### src/rtl/dma_xfer_seq.sv
// dma_xfer_seq: single-channel read-then-write DMA sequencer.
// Optional auto-repeat with trigger wait: define DMA_XFER_REPEAT_EN.
module dma_xfer_seq #(
  parameter int AW = 28,
  parameter int CW = 14
) (
  input  logic          clk,
  input  logic          rst_b,
  input  logic          start,
  input  logic          abort,
  input  logic [AW-1:0] src_in,
  input  logic [AW-1:0] dst_in,
  input  logic [CW-1:0] cnt_in,
  input  logic [1:0]    src_mode,
  input  logic [1:0]    dst_mode,
  input  logic          word32,
`ifdef DMA_XFER_REPEAT_EN
  input  logic          repeat_in,
  input  logic          trig,
`endif
  output logic          bus_req,
  output logic          bus_rd,
  output logic [AW-1:0] bus_addr,
  input  logic          bus_ack,
  input  logic [31:0]   bus_rdata,
  output logic [31:0]   bus_wdata,
  output logic          busy,
  output logic          done
);

  typedef enum logic [2:0] {
    IDLE      = 3'd0,
    READ      = 3'd1,
    WRITE     = 3'd2,
`ifdef DMA_XFER_REPEAT_EN
    WAIT_TRIG = 3'd4,
`endif
    DONE      = 3'd3
  } state_e;

  state_e        state_q, state_d;
  logic [AW-1:0] src_q, src_d;
  logic [AW-1:0] dst_q, dst_d;
  logic [CW-1:0] cnt_q, cnt_d;
  logic [31:0]   wdata_q, wdata_d;
  logic [1:0]    smode_q, smode_d;
  logic [1:0]    dmode_q, dmode_d;
  logic          w32_q, w32_d;
`ifdef DMA_XFER_REPEAT_EN
  logic          rep_q, rep_d;
`endif

  // Next address: 01 steps down, 10 holds, 00/11 step up; wraps mod 2^AW.
  function automatic logic [AW-1:0] step_addr(
    input logic [AW-1:0] a,
    input logic [1:0]    m,
    input logic          w
  );
    logic [AW-1:0] s;
    s = w ? AW'(4) : AW'(2);
    unique case (m)
      2'b01:   step_addr = a - s;
      2'b10:   step_addr = a;
      default: step_addr = a + s;
    endcase
  endfunction

  // Next-state and datapath updates; abort overrides everything.
  always_comb begin
    state_d = state_q;
    src_d   = src_q;
    dst_d   = dst_q;
    cnt_d   = cnt_q;
    wdata_d = wdata_q;
    smode_d = smode_q;
    dmode_d = dmode_q;
    w32_d   = w32_q;
`ifdef DMA_XFER_REPEAT_EN
    rep_d   = rep_q;
`endif
    if (abort) begin
      state_d = IDLE;
    end else begin
      unique case (state_q)
        IDLE: if (start) begin
          src_d   = src_in;
          dst_d   = dst_in;
          cnt_d   = cnt_in;
          smode_d = src_mode;
          dmode_d = dst_mode;
          w32_d   = word32;
`ifdef DMA_XFER_REPEAT_EN
          rep_d   = repeat_in;
`endif
          state_d = READ;
        end
        READ: if (bus_ack) begin
          wdata_d = bus_rdata;
          state_d = WRITE;
        end
        WRITE: if (bus_ack) begin
          cnt_d   = cnt_q - CW'(1);
          src_d   = step_addr(src_q, smode_q, w32_q);
          dst_d   = step_addr(dst_q, dmode_q, w32_q);
          state_d = (cnt_q == CW'(1)) ? DONE : READ;
        end
        DONE: begin
          state_d = IDLE;
`ifdef DMA_XFER_REPEAT_EN
          if (rep_q) begin
            cnt_d = cnt_in;
            if (dmode_q == 2'b11) dst_d = dst_in;
            state_d = WAIT_TRIG;
          end
`endif
        end
`ifdef DMA_XFER_REPEAT_EN
        WAIT_TRIG: if (trig) state_d = READ;
`endif
        default: state_d = IDLE;
      endcase
    end
  end

  // State and datapath registers.
  always_ff @(posedge clk or negedge rst_b) begin
    if (!rst_b) begin
      state_q <= IDLE;
      src_q   <= '0;
      dst_q   <= '0;
      cnt_q   <= '0;
      wdata_q <= '0;
      smode_q <= '0;
      dmode_q <= '0;
      w32_q   <= 1'b0;
`ifdef DMA_XFER_REPEAT_EN
      rep_q   <= 1'b0;
`endif
    end else begin
      state_q <= state_d;
      src_q   <= src_d;
      dst_q   <= dst_d;
      cnt_q   <= cnt_d;
      wdata_q <= wdata_d;
      smode_q <= smode_d;
      dmode_q <= dmode_d;
      w32_q   <= w32_d;
`ifdef DMA_XFER_REPEAT_EN
      rep_q   <= rep_d;
`endif
    end
  end

  assign bus_req   = (state_q == READ) || (state_q == WRITE);
  assign bus_rd    = (state_q == READ);
  assign bus_addr  = (state_q == READ)  ? src_q :
                     (state_q == WRITE) ? dst_q : '0;
  assign bus_wdata = wdata_q;
  assign busy      = (state_q != IDLE);
  assign done      = (state_q == DONE);

endmodule

### config.mk
export PLATFORM = sky130hd
export DESIGN_NAME = dma_xfer_seq
export DESIGN_NICKNAME = d
export VERILOG_FILES = /design/src/rtl/dma_xfer_seq.sv
export SDC_FILE = /design/constraint.sdc
export NUM_CORES = 1
export LEC_CHECK = 0
export CORE_ASPECT_RATIO = 1.2
export CORE_MARGIN = 2
export CORE_UTILIZATION = 30
export DETAILED_ROUTE_END_ITERATION = 16
export HOLD_SLACK_MARGIN = 0.15
export SLEW_MARGIN = 10
export SYNTH_ARGS = -nofsm -noshare
export SYNTH_HDL_FRONTEND = slang
export SYNTH_SLANG_ARGS = --single-unit
### constraint.sdc
create_clock -name clk -period 4 [get_ports clk]
set_input_delay 1 -clock clk [delete_from_list [all_inputs] [get_ports clk]]
set_output_delay 1 -clock clk [all_outputs]
set_load 0.01 [all_outputs]
Yosys cells after proc, flatten, opt, wreduce, memory -nomap -nowiden:

Index checks and enable logic that the tools add are counted.

* $add $sub $neg: 5
* equality and inequality tests: 15
* multiplexer cells: 20
* bitwise logic cells: 1
* reductions and logical operators: 10

Operators by type and width (number)
* one-hot mux 28 bit (2 select lines): 4
* 2-to-1 mux 28 bit: 6
* adder 28 bit: 1
* adder 28 x 3 -> 28 bit: 1
* 2-to-1 mux 14 bit: 2
* one-hot mux 14 bit (2 select lines): 1
* subtractor 28 bit: 1
* subtractor 28 x 3 -> 28 bit: 1
* 2-to-1 mux 3 bit: 5
* equality test 14 x 1 -> 1 bit (second input constant): 1
* subtractor 14 x 1 -> 14 bit (second input constant): 1
* AND reduction 5 bit: 2
* one-hot mux 3 bit (3 select lines): 1
* AND reduction 3 bit: 3
* != test 2 bit (second input constant): 4
* equality test 3 x 2 -> 1 bit (second input constant): 2
* != test 3 bit (second input constant): 2
* equality test 2 x 1 -> 1 bit (second input constant): 2
* equality test 2 bit (second input constant): 2
* AND reduction 4 bit: 1
* equality test 3 x 1 -> 1 bit (second input constant): 1
* logical NOT 3 bit: 1
* != test 3 x 2 -> 1 bit (second input constant): 1
* nonzero test 3 bit: 1
* 4 further kinds: 4

* register bits: 110
* input bits: 112
* output and inout port bits: 64
* logic and storage cells: 59

Logic depth before layout (Yosys ltp):

Gate-level depths: netlist of run 1.

* depth after elaboration: 5
* depth in mapped cells: 14
* gate-level depth less buffers: 10

Worst setup path before layout of run 1:

OpenSTA, ideal clock, no wires.

* kind: register -> register
* from: reg smode_q[1]
* to: reg src_q[16]
* setup time: 118 ps
* arrival time: 3599 ps
* data required time: 3882 ps
* path slack: 283 ps
* cell stages (with the launch flop): 14
* clock period less this slack: 3717 ps
* cells stage by stage: dfrtp_1 > nand2b_1 > clkbuf_1 > clkbuf_1 > clkbuf_1 > nor2_1 > ha_1 > nor2b_1 > o2111ai_1 > a222oi_1 > mux2_2 > o211ai_1 > o41ai_1 > a21o_1

* longest elaborated chain between the ends: 4
* elaborated cells between the ends (all ways): 7
* those cells by class: eq/ne (3); mux (3); reduce/logical (1)

Ends and longest elaborated chain
* from (decl): RTL line 46 `logic [1:0] smode_q, smode_d;`
* from (signal assigned): RTL line 145 `smode_q <= smode_d;`
* equality test 2 bit / equality test 2 x 1 -> 1 bit (equally long branches): RTL line 61 `unique case (m)`
* one-hot mux 28 bit (2 select lines): RTL line 61
* 2-to-1 mux 28 bit: RTL line 101 `WRITE: if (bus_ack) begin`
* one-hot mux 28 bit (2 select lines): RTL line 84 `unique case (state_q)`
* to (signal assigned): RTL line 141 `src_q <= src_d;`
* to (decl): RTL line 42 `logic [AW-1:0] src_q, src_d;`

Several ways; a longest one is shown, not always the timed one. The select of a mux whose other input is x is not followed.
A chain may end at the register's enable or synchronous reset.

Worst setup path after layout of run 1:

* from: reg state_q[0]
* to: out bus_addr[16]

* longest elaborated chain between the ends: 3
* elaborated cells between the ends (all ways): 4
* those cells by class: eq/ne (2); mux (2)

Ends and longest elaborated chain
* from (decl): RTL line 41 `state_e state_q, state_d;`
* from (signal assigned): RTL line 140 `state_q <= state_d;`
* equality test 3 x 2 -> 1 bit: RTL line 157 `(state_q == WRITE) ? dst_q : '0;`
* 2-to-1 mux 28 bit: RTL line 157
* 2-to-1 mux 28 bit (*): RTL line 156 `assign bus_addr = (state_q == READ) ? src_q :`
* to (decl): RTL line 23 `output logic [AW-1:0] bus_addr,`

Every way passes the cells marked *; elsewhere a longest branch is shown, timed or not.

==> report_table.html, run 1 <==
<table>
<tr><th>Metric</th><th>Value</th></tr>
<tr><th colspan="2">Setup path</th></tr>
<tr><td>Kind of critical path</td><td>flip-flop to primary output</td></tr>
<tr><td>Largest incremental delay on the critical path</td><td>~0.62 ns</td></tr>
<tr><td>Startpoint types</td><td>flip-flop</td></tr>
<tr><td>Maximum fanout count along the critical path</td><td>23</td></tr>
<tr><td>Buffer and inverter count on the worst path</td><td>3</td></tr>
<tr><td>Required time reported for the critical path endpoint</td><td>~3.0 ns</td></tr>
<tr><td>Data arrival time of the worst path</td><td>around 2.7 ns</td></tr>
<tr><td>Launch point of the critical path</td><td>state_q[0]</td></tr>
<tr><td>Worst R2R Path Depth</td><td>9</td></tr>
<tr><td>Crit. End Element</td><td>primary output</td></tr>
<tr><td>Worst reg2reg endpoint</td><td>src_q[16]</td></tr>
<tr><td>Cells along the critical path</td><td>inv_1 &gt; ha_4 &gt; buf_4 &gt; nand2_1 &gt; o21ai_0 &gt; clkdlybuf4s50_1</td></tr>
<tr><td>Worst reg-to-reg setup slack</td><td>around 0.75 ns</td></tr>
<tr><td>Reg-to-reg startpoint</td><td>w32_q</td></tr>
<tr><td>Slowest library cell on the worst path</td><td>sky130_fd_sc_hd__clkdlybuf4s50_1</td></tr>
<tr><td>CP Depth</td><td>6</td></tr>
<tr><td>Family of cells with the greatest summed delay on the critical path</td><td>buffers and inverters</td></tr>
<tr><td>Crit path capture</td><td>bus_addr[16]</td></tr>
<tr><th colspan="2">STA</th></tr>
<tr><td>Total of endpoints with negative setup slack in the final report</td><td>0</td></tr>
<tr><td>Final max-slew violation count</td><td>0</td></tr>
<tr><td>Transition time of the tightest slew-check pin</td><td>between 0.9 and 1 ns</td></tr>
<tr><td>Worst clock skew</td><td>0.009044 ns</td></tr>
<tr><td>Slew headroom</td><td>approximately a third</td></tr>
<tr><td>Final period utilization</td><td>about 93%</td></tr>
<tr><td>Maximum clock frequency</td><td>around 270 MHz</td></tr>
<tr><td>Fin Setup TNS</td><td>0 ns</td></tr>
<tr><td>Final hold violation count</td><td>0</td></tr>
<tr><td>Post-layout minimum cycle time</td><td>3.731 ns</td></tr>
<tr><td>Unrepaired setup endpoints after global routing</td><td>false</td></tr>
<tr><th colspan="2">Pwr</th></tr>
<tr><td>Cell Pwr Density</td><td>a little under 800 nW/um^2</td></tr>
<tr><td>Total power draw</td><td>between 0.008 and 0.009 W</td></tr>
<tr><td>Lkg Pwr</td><td>~3.9 nW</td></tr>
<tr><td>Peak supply drop</td><td>0.2894 mV</td></tr>
<tr><th colspan="2">Die</th></tr>
<tr><td>Ports</td><td>around 180</td></tr>
<tr><td>Chip height</td><td>184.9 um</td></tr>
<tr><td>Initial Util</td><td>a little under a third</td></tr>
<tr><td>Die extent in x</td><td>~150 um</td></tr>
<tr><td>Overall die area</td><td>about 29000 sq um</td></tr>
<tr><td>Core area</td><td>approximately 27000 sq um</td></tr>
<tr><td>Row cnt</td><td>between 60 and 70</td></tr>
<tr><th colspan="2">Detailed routing</th></tr>
<tr><td>Antenna-violating nets left</td><td>0</td></tr>
<tr><td>Number of vias after detailed routing</td><td>around 8.5k</td></tr>
<tr><td>Final Routed Wirelength</td><td>between 20 and 30 mm</td></tr>
<tr><td>Number of detailed-routing iterations run before antenna repair</td><td>6</td></tr>
<tr><td>Avg Vias per Cell</td><td>5.723</td></tr>
<tr><td>DRC viols</td><td>0</td></tr>
<tr><td>DR WL/cell</td><td>about 19 um</td></tr>
<tr><td>Drt first-iter violations</td><td>around 1.0k</td></tr>
<tr><th colspan="2">CTS</th></tr>
<tr><td>CTS HTree Levels</td><td>3</td></tr>
<tr><td>TritonCTS buffer count</td><td>9</td></tr>
<tr><td>Post-CTS sizing</td><td>0</td></tr>
<tr><td>Clock-pin slew of the registers on the worst-case setup and hold paths</td><td>0.08 ns</td></tr>
<tr><td>Hold-fix buffers, CTS</td><td>0</td></tr>
<tr><td>Number of buffers between clock root and the deepest sink</td><td>2</td></tr>
<tr><td>CTS sink cnt</td><td>109</td></tr>
<tr><td>Clock root buffer</td><td>sky130_fd_sc_hd__clkbuf_16</td></tr>
<tr><td>Clock network latency to the later pin of the worst-skew pair</td><td>0.38 ns</td></tr>
<tr><td>CTS tree</td><td>built</td></tr>
<tr><td>Post-CTS Repair Setup Buffers</td><td>0</td></tr>
<tr><th colspan="2">Flow run</th></tr>
<tr><td>Reported max-cap violation count</td><td>0</td></tr>
<tr><th colspan="2">Synth</th></tr>
<tr><td>Mean area per synthesized cell</td><td>roughly 7.9 sq um</td></tr>
<tr><td>Post-Synthesis Cell Area</td><td>8177 sq um</td></tr>
<tr><td>Ranking of synthesized cells by area</td><td>sky130_fd_sc_hd__dfrtp_1 33%, sky130_fd_sc_hd__mux2_2 6.6%, sky130_fd_sc_hd__nand2_1 6.4%, sky130_fd_sc_hd__a21oi_1 3.9%, sky130_fd_sc_hd__o21ai_0 3.9%</td></tr>
<tr><td>Yosys warning count</td><td>0</td></tr>
<tr><td>Proportion of synthesized flip-flops having asynchronous set or reset</td><td>100.0%</td></tr>
<tr><td>Most frequently used flop master after synthesis</td><td>sky130_fd_sc_hd__dfrtp_1</td></tr>
<tr><td>Number of synthesized flops with an enable pin</td><td>0</td></tr>
<tr><td>Synth Net Count</td><td>around 1.2k</td></tr>
<tr><td>Top cell type's share of synthesized area</td><td>between 30% and 40%</td></tr>
<tr><td>Netlist cell types</td><td>73</td></tr>
<tr><td>Register bit count reported by yosys</td><td>roughly 110</td></tr>
<tr><td>Dominant cell type by area after synthesis</td><td>sky130_fd_sc_hd__dfrtp_1</td></tr>
<tr><td>Synthesized netlist cell count</td><td>1030</td></tr>
<tr><td>Sequential element share of the synthesized area</td><td>about a third</td></tr>
<tr><th colspan="2">Placement</th></tr>
<tr><td>Dpl hpwl</td><td>21.53 mm</td></tr>
<tr><td>Input/output buffers</td><td>175</td></tr>
<tr><td>Placer's final routability congestion estimate</td><td>about 0.93</td></tr>
<tr><td>Placement Cell Area</td><td>around 10000 sq um</td></tr>
<tr><th colspan="2">GRT</th></tr>
<tr><td>Antenna violations before repair</td><td>0</td></tr>
<tr><td>Largest net degree at the start of global routing</td><td>53</td></tr>
<tr><td>Global-route usage over all layers</td><td>approximately a fifth</td></tr>
<tr><td>Number of global-route vias before repair</td><td>between 7k and 8k</td></tr>
<tr><td>Grt ovf</td><td>0</td></tr>
<tr><td>First-pass GRT wire length</td><td>44.78 mm</td></tr>
<tr><th colspan="2">Hold path</th></tr>
<tr><td>Hold Crit Class</td><td>flip-flop to flip-flop</td></tr>
<tr><th colspan="2">Finish</th></tr>
<tr><td>Layout cells sized above 1</td><td>10.17%</td></tr>
<tr><td>Final std cell area, no fill</td><td>around 11000 sq um</td></tr>
<tr><td>Final core area utilization</td><td>39.14%</td></tr>
<tr><td>Final layout net count</td><td>1270</td></tr>
<tr><td>Area growth from synthesis to layout</td><td>28.88%</td></tr>
<tr><th colspan="2">Outcome</th></tr>
<tr><td>Run status</td><td>finished clean</td></tr>
</table>
==> kinds of logic after synthesis <==
group	after synthesis	share of synthesized area, %
XOR/XNOR	6	0.6427
buffers and inverters	126	6.060
AO/OA/AOI/OAI	284	22.86
adder cells (fa/ha/maj)	12	1.836
multiplexers	71	9.487
AND/OR/NAND/NOR	422	25.75
flip-flops	109	33.36
==> stage by stage <==
step,std cells,hold slack (ns),setup WS (ns)
floorplan,1030,0.4466,0.2831
global placement,1475,0.4612,0.5862
detailed placement,1475,0.4700,0.5027
CTS,1491,0.4909,0.2512
global route,1491,0.5182,0.1535
finish,1492,0.4913,0.2692
==> area by class of cell <==
class	instances	area, sq um
clock buffers	9	225.2
inverters	27	101.3
diodes	1	2.502
well taps	340	425.4
fillers	2747	16380
flip-flops and latches	109	2728
repair buffers	204	1979
clock inverters	7	88.84
multi-input cells	795	4987
==> cells in the final DEF (no fill, tap or decap), drive strengths merged, types with 8 or more instances in the layout <==
master / count
or4: 12
o21ai: 64
nor2b: 12
nand4: 25
inv: 30
a22oi: 11
ha: 12
dfrtp: 109
nand2: 139
nand3: 30
o211ai: 8
nor3: 32
clkdlybuf4s50: 174
mux2: 49
nor4: 21
nand2b: 8
buf: 30
a222oi: 12
clkbuf: 9
nor2: 81
mux2i: 22
a31oi: 15
or3: 14
a21oi: 64
and3: 10
o22ai: 39
==> flip-flops by register name, indices dropped and copies added, names as in the netlist <==
signal	cells
smode_q	2
state_q	2
src_q	28
bus_wdata	32
dst_q	28
dmode_q	2
cnt_q	14
w32_q	1
==> metal layers <==
layer | track usage [%] | vias to the layer above | routed length (um)
met4 | 7.444 | 0 | 837
met3 | 2.106 | 46 | 1203
met2 | 34.91 | 301 | 14850
li1 | - | 4057 | -
met1 | 24.88 | 4134 | 12000
met5 | 0 | - | 0
==> power by group <==
part           internal, W  total (W)  switching (W)  leakage (nW)
Sequential         0.00165    0.00262       0.000968          1.28
Clock             0.000504   0.000995       0.000491         0.152
Combinational      0.00209    0.00454        0.00245          2.49
Total              0.00425    0.00816        0.00391          3.93
==> worst min path at each step <==
stage | from | to | slack [ns] | depth (start not counted)
2_1_floorplan | dst_q[0] | dst_q[0] | 0.45 | 2
3_3_place_gp | dst_q[0] | dst_q[0] | 0.46 | 2
3_5_place_dp | dst_q[0] | dst_q[0] | 0.47 | 2
4_1_cts | dst_q[0] | dst_q[0] | 0.49 | 2
5_1_grt | src_q[0] | src_q[0] | 0.52 | 2
6_report | src_q[0] | src_q[0] | 0.49 | 2
==> tightest hold or removal path, cell delays in order (launching register included) <==
cell and delay, ns:
sky130_fd_sc_hd__dfrtp_1 0.36, sky130_fd_sc_hd__nand2_1 0.05, sky130_fd_sc_hd__nand2_1 0.05
==> cell usage after synthesis (8+ instances only) <==
cell type,number
sky130_fd_sc_hd__nand2_1,139
sky130_fd_sc_hd__nor4_1,21
sky130_fd_sc_hd__a21oi_1,64
sky130_fd_sc_hd__a222oi_1,12
sky130_fd_sc_hd__nor2_1,81
sky130_fd_sc_hd__dfrtp_1,109
sky130_fd_sc_hd__mux2i_1,22
sky130_fd_sc_hd__nor2b_1,12
sky130_fd_sc_hd__or3_1,14
sky130_fd_sc_hd__a22oi_1,11
sky130_fd_sc_hd__nor3_1,31
sky130_fd_sc_hd__buf_2,9
sky130_fd_sc_hd__mux2_2,48
sky130_fd_sc_hd__o21ai_0,63
sky130_fd_sc_hd__clkbuf_1,81
sky130_fd_sc_hd__nand3_1,30
sky130_fd_sc_hd__nand2b_1,8
sky130_fd_sc_hd__nand4_1,25
sky130_fd_sc_hd__ha_1,12
sky130_fd_sc_hd__a31oi_1,15
sky130_fd_sc_hd__or4_1,10
sky130_fd_sc_hd__o22ai_1,39
sky130_fd_sc_hd__inv_1,26
sky130_fd_sc_hd__and3_1,10
sky130_fd_sc_hd__o211ai_1,8
Power figures use the tool's default switching activity.
==> inputs of run 2 (changes only) <==
- SKIP_CTS_REPAIR_TIMING: unset -> 1
==> results of run 2 <==
The final DEF is identical to that of run 1; final timing and power are the same.
==> inputs of run 3 (changes only) <==
- CTS_BUF_LIST: unset -> sky130_fd_sc_hd__clkbuf_4
==> report_table.html, run 3 (synthesis gave the netlist of run 1 again) <==
<table>
<tr><th>Metric</th><th>Value</th></tr>
<tr><th colspan="2">Pwr</th></tr>
<tr><td>Lkg Pwr</td><td>3.865 nW (-1.5%)</td></tr>
<tr><td>Cell Pwr Density</td><td>752.2 nW/um^2 (-2.8%)</td></tr>
<tr><td>Peak supply drop</td><td>0.2068 mV (-29%)</td></tr>
<tr><th colspan="2">CTS</th></tr>
<tr><td>CTS sink cnt</td><td>109 (unchanged)</td></tr>
<tr><td>CTS tree</td><td>built</td></tr>
<tr><td>Number of buffers between clock root and the deepest sink</td><td>2 (unchanged)</td></tr>
<tr><td>TritonCTS buffer count</td><td>9 (unchanged)</td></tr>
<tr><td>Clock root buffer</td><td>sky130_fd_sc_hd__clkbuf_4</td></tr>
<tr><td>CTS HTree Levels</td><td>3 (unchanged)</td></tr>
<tr><td>Clock network latency to the later pin of the worst-skew pair</td><td>0.54 ns (+0.16 ns)</td></tr>
<tr><td>Clock-pin slew of the registers on the worst-case setup and hold paths</td><td>0.20 ns (+0.12 ns)</td></tr>
<tr><th colspan="2">STA</th></tr>
<tr><td>Worst clock skew</td><td>0.01635 ns (+0.007310 ns)</td></tr>
<tr><td>Maximum clock frequency</td><td>262.6 MHz (-2.0%)</td></tr>
<tr><td>Unrepaired setup endpoints after global routing</td><td>false</td></tr>
<tr><td>Final max-slew violation count</td><td>0 (unchanged)</td></tr>
<tr><td>Post-layout minimum cycle time</td><td>3.808 ns (+0.07693 ns)</td></tr>
<tr><td>Transition time of the tightest slew-check pin</td><td>0.9353 ns (-0.03260 ns)</td></tr>
<tr><td>Worst setup margin</td><td>0.1922 ns (-0.07693 ns)</td></tr>
<tr><td>Slew headroom</td><td>37.65% (+2.8 points)</td></tr>
<tr><td>Worst hold slack</td><td>0.4763 ns (-0.01493 ns)</td></tr>
<tr><td>Final hold violation count</td><td>0 (unchanged)</td></tr>
<tr><td>Total of endpoints with negative setup slack in the final report</td><td>0 (unchanged)</td></tr>
<tr><td>Final period utilization</td><td>95.19% (+1.9 points)</td></tr>
<tr><td>Fin Setup TNS</td><td>0 ns (unchanged)</td></tr>
<tr><th colspan="2">Setup path</th></tr>
<tr><td>Kind of critical path</td><td>flip-flop to primary output</td></tr>
<tr><td>Maximum fanout count along the critical path</td><td>22 (-4.3%)</td></tr>
<tr><td>Worst reg2reg endpoint</td><td>src_q[16]</td></tr>
<tr><td>Data arrival time of the worst path</td><td>2.81 ns (+0.08 ns)</td></tr>
<tr><td>Required time reported for the critical path endpoint</td><td>3.00 ns (about the same)</td></tr>
<tr><td>Crit. End Element</td><td>primary output</td></tr>
<tr><td>Worst R2R Path Depth</td><td>9 (unchanged)</td></tr>
<tr><td>Worst reg-to-reg setup slack</td><td>0.74 ns (about the same)</td></tr>
<tr><td>Reg-to-reg startpoint</td><td>w32_q</td></tr>
<tr><td>Startpoint types</td><td>flip-flop</td></tr>
<tr><th colspan="2">Placement</th></tr>
<tr><td>Input/output buffers</td><td>175 (unchanged)</td></tr>
<tr><td>Dpl hpwl</td><td>21.53 mm (unchanged)</td></tr>
<tr><td>Worst Setup Slack post-DPL</td><td>0.5027 ns (unchanged)</td></tr>
<tr><td>Placement Cell Area</td><td>10220 sq um (unchanged)</td></tr>
<tr><td>Placer's final routability congestion estimate</td><td>0.9299 (unchanged)</td></tr>
<tr><th colspan="2">Finish</th></tr>
<tr><td>Final core area utilization</td><td>38.68% (-0.46 points)</td></tr>
<tr><td>Commonest non-fill, non-tap cell in the layout</td><td>sky130_fd_sc_hd__clkdlybuf4s50_1</td></tr>
<tr><td>Commonest cells after routing, fill and taps aside</td><td>174 x sky130_fd_sc_hd__clkdlybuf4s50_1, 139 x sky130_fd_sc_hd__nand2_1, 109 x sky130_fd_sc_hd__dfrtp_1</td></tr>
<tr><td>Area growth from synthesis to layout</td><td>27.35%</td></tr>
<tr><td>Max reg flops</td><td>32 (unchanged)</td></tr>
<tr><td>Layout cells sized above 1</td><td>10.24% (+0.078 points)</td></tr>
<tr><td>Final layout net count</td><td>1271 (+0.079%)</td></tr>
<tr><td>Final std cell area, no fill</td><td>10410 sq um (-1.2%)</td></tr>
<tr><th colspan="2">Detailed routing</th></tr>
<tr><td>Final Routed Wirelength</td><td>28.89 mm (about the same)</td></tr>
<tr><td>DR WL/cell</td><td>19.32 um (-0.23%)</td></tr>
<tr><td>Number of detailed-routing iterations run before antenna repair</td><td>9 (+3)</td></tr>
<tr><td>Avg Vias per Cell</td><td>5.712 (-0.19%)</td></tr>
<tr><td>Antenna-violating nets left</td><td>0 (unchanged)</td></tr>
<tr><td>DRC viols</td><td>0 (unchanged)</td></tr>
<tr><td>Drt first-iter violations</td><td>1014 (-2.8%)</td></tr>
<tr><td>Number of vias after detailed routing</td><td>8539 (+0.012%)</td></tr>
<tr><th colspan="2">GRT</th></tr>
<tr><td>Number of global-route vias before repair</td><td>7957 (-0.38%)</td></tr>
<tr><td>First-pass GRT wire length</td><td>44.58 mm (-0.45%)</td></tr>
<tr><td>Grt ovf</td><td>0 (unchanged)</td></tr>
<tr><td>Global-route usage over all layers</td><td>19.70% (-0.058 points)</td></tr>
<tr><td>Largest net degree at the start of global routing</td><td>53 (unchanged)</td></tr>
<tr><td>Antenna violations before repair</td><td>1 (+1)</td></tr>
<tr><th colspan="2">Outcome</th></tr>
<tr><td>Run status</td><td>finished clean</td></tr>
<tr><th colspan="2">Flow run</th></tr>
<tr><td>Reported max-cap violation count</td><td>0 (unchanged)</td></tr>
<tr><th colspan="2">Die</th></tr>
<tr><td>Core area</td><td>26920 sq um (unchanged)</td></tr>
<tr><td>Initial Util</td><td>30.37% (unchanged)</td></tr>
<tr><td>Row cnt</td><td>66 (unchanged)</td></tr>
<tr><td>Chip height</td><td>184.9 um (unchanged)</td></tr>
<tr><td>Overall die area</td><td>28600 sq um (unchanged)</td></tr>
<tr><td>Ports</td><td>176 (unchanged)</td></tr>
<tr><td>Die extent in x</td><td>154.7 um (unchanged)</td></tr>
<tr><th colspan="2">Hold path</th></tr>
<tr><td>Hold Crit Class</td><td>primary input to async pin</td></tr>
</table>
run 3: area by class of cell:
class                           instances  area (sq um)
Clock inverter                          7         88.84
Antenna cell                            3         7.507
Inverter                               27         101.3
Fill cell                            2764         16510
Timing Repair Buffer                  205          1997
Clock buffer                            9         67.56
Sequential cell                       109          2728
Multi-Input combinational cell        795          4997
Tap cell                              340         425.4
run 3: how the worst max path moves through the flow:
| stage | start | to | slack (ns) | cells past startpoint |
|---|---|---|---|---|
| after floorplan | smode_q[1] | src_q[16] | 0.28 | 13 |
| after global placement | bus_ack | src_q[21] | 0.59 | 9 |
| after detailed placement | bus_ack | src_q[22] | 0.50 | 8 |
| after CTS | state_q[0] | bus_addr[13] | 0.03 | 6 |
| after global routing | state_q[0] | bus_addr[16] | 0.04 | 6 |
| final | state_q[0] | bus_addr[13] | 0.19 | 6 |
run 3: power by group:
part | internal [W] | leakage (nW) | switching, W
logic | 0.00211 | 2.50 | 0.00246
registers | 0.00165 | 1.28 | 0.000968
clock network | 0.000207 | 0.0825 | 0.000450
run 3: through the flow:
step | power [W] | std cells
2_1_floorplan | 0.005305 | 1030
3_3_place_gp | 0.007069 | 1475
3_5_place_dp | 0.007124 | 1475
4_1_cts | 0.007808 | 1491
5_1_grt | 0.008441 | 1493
6_report | 0.007833 | 1495
run 3: per-layer routing:
metal  track usage [%]  routed length (um)  vias to the layer above
met1             24.90               11940                     4116
met2             34.36               14780                      312
met3             2.153                1255                       56
met5                 0                   0                        -
met4             8.037                 909                        0
li1                  -                   -                     4055
run 3: critical path, cell delays in order, from the launching register on:
cell and delay [ns]:
sky130_fd_sc_hd__dfrtp_1 0.52, sky130_fd_sc_hd__inv_1 0.19, sky130_fd_sc_hd__ha_4 0.27, sky130_fd_sc_hd__buf_4 0.28, sky130_fd_sc_hd__nand2_1 0.11, sky130_fd_sc_hd__o21ai_0 0.30
sky130_fd_sc_hd__clkdlybuf4s50_1 0.60
